--- src/rtl/toy_sa_drain_pkg.sv ---
// Shared vector-datapath definitions: register width and the result-drain FSM states.
package toy_vpack;

  localparam int unsigned V_REG_WIDTH = 32;

  typedef enum logic [1:0] {
    IDLE,
    FILL,
    DRAIN
  } sa_drain_state_e;

endpackage

--- src/rtl/toy_sa_drain_row_buf.sv ---
// Row storage for one result tile: single write port, asynchronous read port.
module toy_sa_row_buf
  import toy_vpack::*;
#(
  parameter int unsigned DEPTH = 8,
  parameter int unsigned IDX_W = $clog2(DEPTH)
) (
  input  logic                   clk,
  input  logic                   i_wr_en,
  input  logic [IDX_W-1:0]       i_wr_idx,
  input  logic [V_REG_WIDTH-1:0] i_wr_data,
  input  logic [IDX_W-1:0]       i_rd_idx,
  output logic [V_REG_WIDTH-1:0] o_rd_data
);

  logic [V_REG_WIDTH-1:0] r_mem [DEPTH];

  // Contents are deliberately left unreset; validity is tracked by the owner.
  always_ff @(posedge clk) begin
    if (i_wr_en) begin
      r_mem[i_wr_idx] <= i_wr_data;
    end
  end

  assign o_rd_data = r_mem[i_rd_idx];

endmodule

--- src/rtl/toy_sa_drain.sv ---
// Captures one tile of systolic-array result rows, then supplies them one row
// per sa_shift_en to the vector ALU.
module toy_sa_drain
  import toy_vpack::*;
#(
  parameter int unsigned DEPTH = 8,
  parameter int unsigned CNT_W = $clog2(DEPTH + 1)
) (
  input  logic                   clk,
  input  logic                   rst_n,
  input  logic                   flush,
  input  logic                   sa_row_vld,
  input  logic [V_REG_WIDTH-1:0] sa_row_data,
  input  logic                   sa_row_last,
  output logic                   sa_row_rdy,
  input  logic                   sa_shift_en,
  output logic [V_REG_WIDTH-1:0] sa_din,
  output logic                   sa_dout_vld,
  output logic [CNT_W-1:0]       sa_rows,
  output logic                   drain_done,
  output logic                   shift_uflow
);

  localparam int unsigned PTR_W = $clog2(DEPTH);

  sa_drain_state_e        r_state, w_state_nxt;
  logic [PTR_W-1:0]       r_wr_ptr, w_wr_ptr_nxt;
  logic [PTR_W-1:0]       r_rd_ptr, w_rd_ptr_nxt;
  logic [CNT_W-1:0]       r_rows, w_rows_nxt;
  logic                   r_drain_done, w_drain_done_nxt;
  logic                   r_shift_uflow, w_shift_uflow_nxt;
  logic                   w_push;
  logic                   w_pop;
  logic [V_REG_WIDTH-1:0] w_rd_data;

  assign sa_row_rdy  = (r_state != DRAIN);
  assign sa_dout_vld = (r_state == DRAIN);
  assign sa_din      = sa_dout_vld ? w_rd_data : '0;
  assign sa_rows     = r_rows;
  assign drain_done  = r_drain_done;
  assign shift_uflow = r_shift_uflow;

  assign w_push = sa_row_vld && sa_row_rdy && !flush;
  assign w_pop  = sa_shift_en && (r_state == DRAIN) && !flush;

  toy_sa_row_buf #(
    .DEPTH (DEPTH),
    .IDX_W (PTR_W)
  ) u_row_buf (
    .clk       (clk),
    .i_wr_en   (w_push),
    .i_wr_idx  (r_wr_ptr),
    .i_wr_data (sa_row_data),
    .i_rd_idx  (r_rd_ptr),
    .o_rd_data (w_rd_data)
  );

  always_ff @(posedge clk or negedge rst_n) begin
    if (!rst_n) begin
      r_state       <= IDLE;
      r_wr_ptr      <= '0;
      r_rd_ptr      <= '0;
      r_rows        <= '0;
      r_drain_done  <= 1'b0;
      r_shift_uflow <= 1'b0;
    end else begin
      r_state       <= w_state_nxt;
      r_wr_ptr      <= w_wr_ptr_nxt;
      r_rd_ptr      <= w_rd_ptr_nxt;
      r_rows        <= w_rows_nxt;
      r_drain_done  <= w_drain_done_nxt;
      r_shift_uflow <= w_shift_uflow_nxt;
    end
  end

  always_comb begin
    w_state_nxt       = r_state;
    w_wr_ptr_nxt      = r_wr_ptr;
    w_rd_ptr_nxt      = r_rd_ptr;
    w_rows_nxt        = r_rows;
    w_drain_done_nxt  = 1'b0;
    w_shift_uflow_nxt = 1'b0;

    if (flush) begin
      w_state_nxt  = IDLE;
      w_wr_ptr_nxt = '0;
      w_rd_ptr_nxt = '0;
      w_rows_nxt   = '0;
    end else begin
      unique case (r_state)
        IDLE, FILL: begin
          w_shift_uflow_nxt = sa_shift_en;
          if (w_push) begin
            w_wr_ptr_nxt = r_wr_ptr + PTR_W'(1);
            w_rows_nxt   = r_rows + CNT_W'(1);
            if (sa_row_last || (w_rows_nxt == CNT_W'(DEPTH))) begin
              w_state_nxt = DRAIN;
            end else begin
              w_state_nxt = FILL;
            end
          end
        end
        DRAIN: begin
          if (w_pop) begin
            w_rd_ptr_nxt = r_rd_ptr + PTR_W'(1);
            w_rows_nxt   = r_rows - CNT_W'(1);
            if (r_rows == CNT_W'(1)) begin
              w_state_nxt      = IDLE;
              w_wr_ptr_nxt     = '0;
              w_rd_ptr_nxt     = '0;
              w_drain_done_nxt = 1'b1;
            end
          end
        end
        default: w_state_nxt = IDLE;
      endcase
    end
  end

endmodule
--- config.mk ---
export PLATFORM = sky130hd
export DESIGN_NAME = toy_sa_drain
export DESIGN_NICKNAME = d
export VERILOG_FILES = /design/src/rtl/toy_sa_drain_pkg.sv /design/src/rtl/toy_sa_drain_row_buf.sv /design/src/rtl/toy_sa_drain.sv
export SDC_FILE = /design/constraint.sdc
export NUM_CORES = 1
export LEC_CHECK = 0
export ABC_AREA = 1
export CORE_ASPECT_RATIO = 0.7
export CORE_MARGIN = 5
export CORE_UTILIZATION = 45
export CTS_CLUSTER_DIAMETER = 150
export DETAILED_ROUTE_END_ITERATION = 8
export PLACE_DENSITY = 0.75
export SLEW_MARGIN = 20
export SYNTH_ARGS = -nofsm -noshare
export SYNTH_HDL_FRONTEND = slang
export SYNTH_SLANG_ARGS = --single-unit
--- constraint.sdc ---
create_clock -name clk -period 6.5 [get_ports clk]
set_input_delay 1.3 -clock clk [delete_from_list [all_inputs] [get_ports clk]]
set_output_delay 1.3 -clock clk [all_outputs]
set_load 0.05 [all_outputs]
==> results.md <==
Run status:
- The flow ran to the end, and the final reports show no timing, DRC or antenna violations.

Critical path:
- The slowest stage of the critical path is the clkinv_2 cell.
- The signal on the critical path passes through clkinv_2 -> buf_4 -> o21ai_0 -> o21ai_0 -> nor2_1 -> nor2_1 -> clkdlybuf4s50_1.
- The critical path data arrival time is 3.70 ns.
- The biggest cell delay along the critical path is 0.80 ns.
- The category of the most critical setup path is register to output port.
- STA classifies the critical path endpoint as an output port.
- The worst setup path is launched from a register.
- Of all nets on the critical path, the largest fanout is 73.
- STA puts the critical path data required time at 5.20 ns.

Clock tree:
- CTS built an H-tree with a depth of 1.
- The number of buffers added by the clock tree synthesis step is 25.
- No sink is reached through more buffers than the 3 on the longest clock path.
- TritonCTS built the clock tree.
- The clock sink count is 270.
- At the later pin of the worst-skew pair, clock insertion delay measures 0.53 ns.
- The tree is rooted in a clkbuf_16.
- For this design, the CTS-stage hold fixing added 0 buffers.
- In this run, post-CTS repair resized a total of 0 instances.
- The post-CTS setup buffer count is 0.
- Clock-pin slew was measured on the worst setup and hold paths at 0.07 ns.

Timing:
- The smallest clock period supported by the final layout is computed as 5.001 ns.
- In the final timing run, aggregate negative setup slack is 0 ns.
- The number of failing hold endpoints at the final stage is 0.
- The transition time of the tightest slew-check pin is 1.003 ns.
- Derived from the worst setup path, the maximum achievable clock frequency is 200.0 MHz.
- The worst path meets setup with 1.499 ns of slack.
- The post-route fraction of the period consumed by the critical path is 0.7694.
- The normalized max-slew margin is 0.3312.
- The number of max-slew violations in the final report came to 0.
- Setup violations remaining at the end of the flow were counted as 0.
- The clock arrives with 0.01752 ns of skew.
- The worst slack on hold paths is 0.5614 ns.
- Setup repair after global routing left no endpoint under its margin.

Route:
- The routed layout has 7101 vias.
- The number of vias per cell is 5.229.
- The first detailed-routing pass took 5 iterations.
- The DRC violation count after routing is 0.
- The count of routing violations after the opening detailed-route iteration is 628.
- Once detail routing completed, the nets flagged for antenna violations numbered 0.
- Dividing the detail-routed wire length by the instance count gives 17.66 microns.
- For this block, the routed nets add up to 23.99 mm of wire.

GRT:
- Summed over all layers, the global routing overflow is 0.
- The initial antenna violation count is 1.
- The global-route wire length before repair is 37.89 mm.
- For this run, the total global-route usage over all layers was measured as 0.1716.
- Entering global routing, the biggest net connects 96 pins.
- The number of global-route vias before repair is 6812.

Finish:
- The number of inserted diodes is 0.
- The area growth from synthesis to layout is 16.41%.
- The final net count is 1057.
- Of the cells placed in the final design, the portion with a size suffix greater than 1 is 0.06680.
- For this run, the share of the core covered by cells in the final layout is 0.5270.
- Summing all non-filler instances in the final layout gives an area of 12880 sq um.
- The number of filler cells placed in the layout is 2043.
- The number of cells in the finished layout apart from fillers is 1358.

Placement:
- Routability-driven placement finished with a final weighted congestion of 0.8033.
- The cell area after placement is 12100 sq um.
- The worst slack at placement is 2.008 ns.
- Summed over all nets, the half-perimeter wirelength after detailed placement is 13.42 mm.
- The count of port buffers added during placement is 77.
- Counting tap cells, the placed design contains a total of 1312 instances.

Logic synthesis:
- The number of enable-type register cells in the synthesized netlist is 256.
- The post-synth net total is 989.
- The part of the Yosys area used for sequential elements is 0.7263.
- In this run, distinct cell masters in the synthesized netlist total 23.
- In the synthesized netlist, the number of instances is 946.
- The synthesized design spends more area on one cell type than any other, namely edfxtp_1.
- Each instance of the synthesized netlist takes up on average 11.70 sq um.
- After synthesis, the cell types taking the most area are edfxtp_1 (69%), nor2_1 (10%), o21ai_0 (7.1%), dfrtp_1 (3.2%), nand2_1 (2.4%).
- The count of synthesis-stage warnings from yosys is 0.
- The most used flip-flop cell after synthesis is edfxtp_1.
- The cell area after synthesis is 11070 sq um.
- For this run, asynchronously set or reset flops after synthesis account for 0.05185.
- The share of synthesized area in the top cell type comes to 0.6946.
- The flip-flop and latch count after synthesis is 270.

Die:
- The region available for standard cell placement spans 24440 sq um.
- The starting utilization of the core area is 0.4528.
- The floorplan has 48 rows.
- The floorplan step set the die height to 141.2 microns.
- The die area is 27880 sq um.
- The die is 197.4 microns wide.
- Pin placement for this block handled 78 I/O pins.

Run:
- The number of maximum-capacitance constraint violations is 0.

Pwr:
- The worst-case IR drop observed on VDD is 0.2146 mV.
- The analysis attributes to cell leakage a power of 4.375 nW.
- The cell area power density is 313.3 nW/um^2.
- The total power is 4.036 mW.

Hold path:
- The worst hold path belongs to the class register to register.
[layout by cell type (no fill, tap or decap), types with 2 or more instances in the layout]
master and instances:
nor2_1 293, edfxtp_1 256, o21ai_0 157, clkdlybuf4s50_1 77, nand2_1 72, nand3_1 40, clkbuf_16 25, inv_1 20
buf_4 17, o21ai_1 14, dfrtp_1 11, clkinv_2 9, nor2_4 5, ha_1 5, clkinv_1 5, nor3_2 4
clkbuf_1 4, nand4_1 3, xnor2_1 2, or2_2 2, bufinv_16 2, dfrtp_2 2
[Yosys cell counts, drive strengths merged, types with 2 or more instances]
| library cell | number |
|---|---|
| inv | 21 |
| dfrtp | 14 |
| nand3 | 40 |
| clkbuf | 20 |
| o21ai | 171 |
| or2 | 2 |
| ha | 5 |
| xnor2 | 2 |
| edfxtp | 256 |
| nor2 | 298 |
| nand4 | 3 |
| nor3 | 5 |
| buf | 33 |
| nand2 | 72 |
[final cells by class]
class,count,area [sq um],share of cell area
clock buffers,29,640.6,0.04973
multi-input cells,602,2666,0.2070
clock inverters,17,146.4,0.01136
inverters,21,80.08,0.006216
repair buffers,94,898.4,0.06974
well taps,325,406.6,0.03157
flip-flops and latches,270,8044,0.6244
[registers in the layout, indices dropped and copies added, names as in the netlist]
name / count
u_row_buf.r_mem: 256
sa_rows: 4
r_rd_ptr: 3
r_wr_ptr: 3
r_state: 2
drain_done: 1
shift_uflow: 1
[metal layers]
layer	share of wire	global-route usage	vias up
met5	0.00054	0	-
li1	-	-	3432
met4	0.014	0.03246	2
met2	0.46	0.2753	261
met1	0.44	0.2480	3376
met3	0.078	0.03440	30
[cell families (layout without fill, tap and decap cells)]
logic type                 after synthesis  after routing  share of synthesized area
AOI/OAI and AO/OA                      173            173                    0.07835
DFF                                    270            270                     0.7263
xor gates and xnor gates                 3              3                   0.002375
adders and majority gates                5              5                   0.005653
and+or+nand+nor                        421            421                     0.1496
buffers and inverters                   74            161                    0.03776
[worst paths after layout]
check | from | to | slack, ns | cells past startpoint
max | r_rd_ptr[0] | sa_din[0] | 1.50 | 7
min | sa_rows[3] | sa_rows[3] | 0.56 | 2
max reg2reg | r_state[0] | u_row_buf.r_mem[3][6] | 3.95 | 7
min reg2reg | sa_rows[3] | sa_rows[3] | 0.56 | 2
max in group asynchronous | rst_n | r_rd_ptr[0] | 4.84 | 1
min in group asynchronous | rst_n | sa_rows[3] | 1.16 | 1
[power by group]
group          internal (mW)  switching, mW
registers               1.99         0.0446
logic                  0.181          0.417
clock network          0.791          0.617
total                   2.96           1.08
[critical path, delay by kind of cell, from the launching register on]
| family | cells | cell delay, ns |
|---|---|---|
| flip-flops | 1 | 0.66 |
| buffers and inverters | 3 | 2.02 |
| AO/OA/AOI/OAI | 2 | 0.28 |
| AND/OR/NAND/NOR | 2 | 0.17 |
Power figures use the tool's default switching activity.
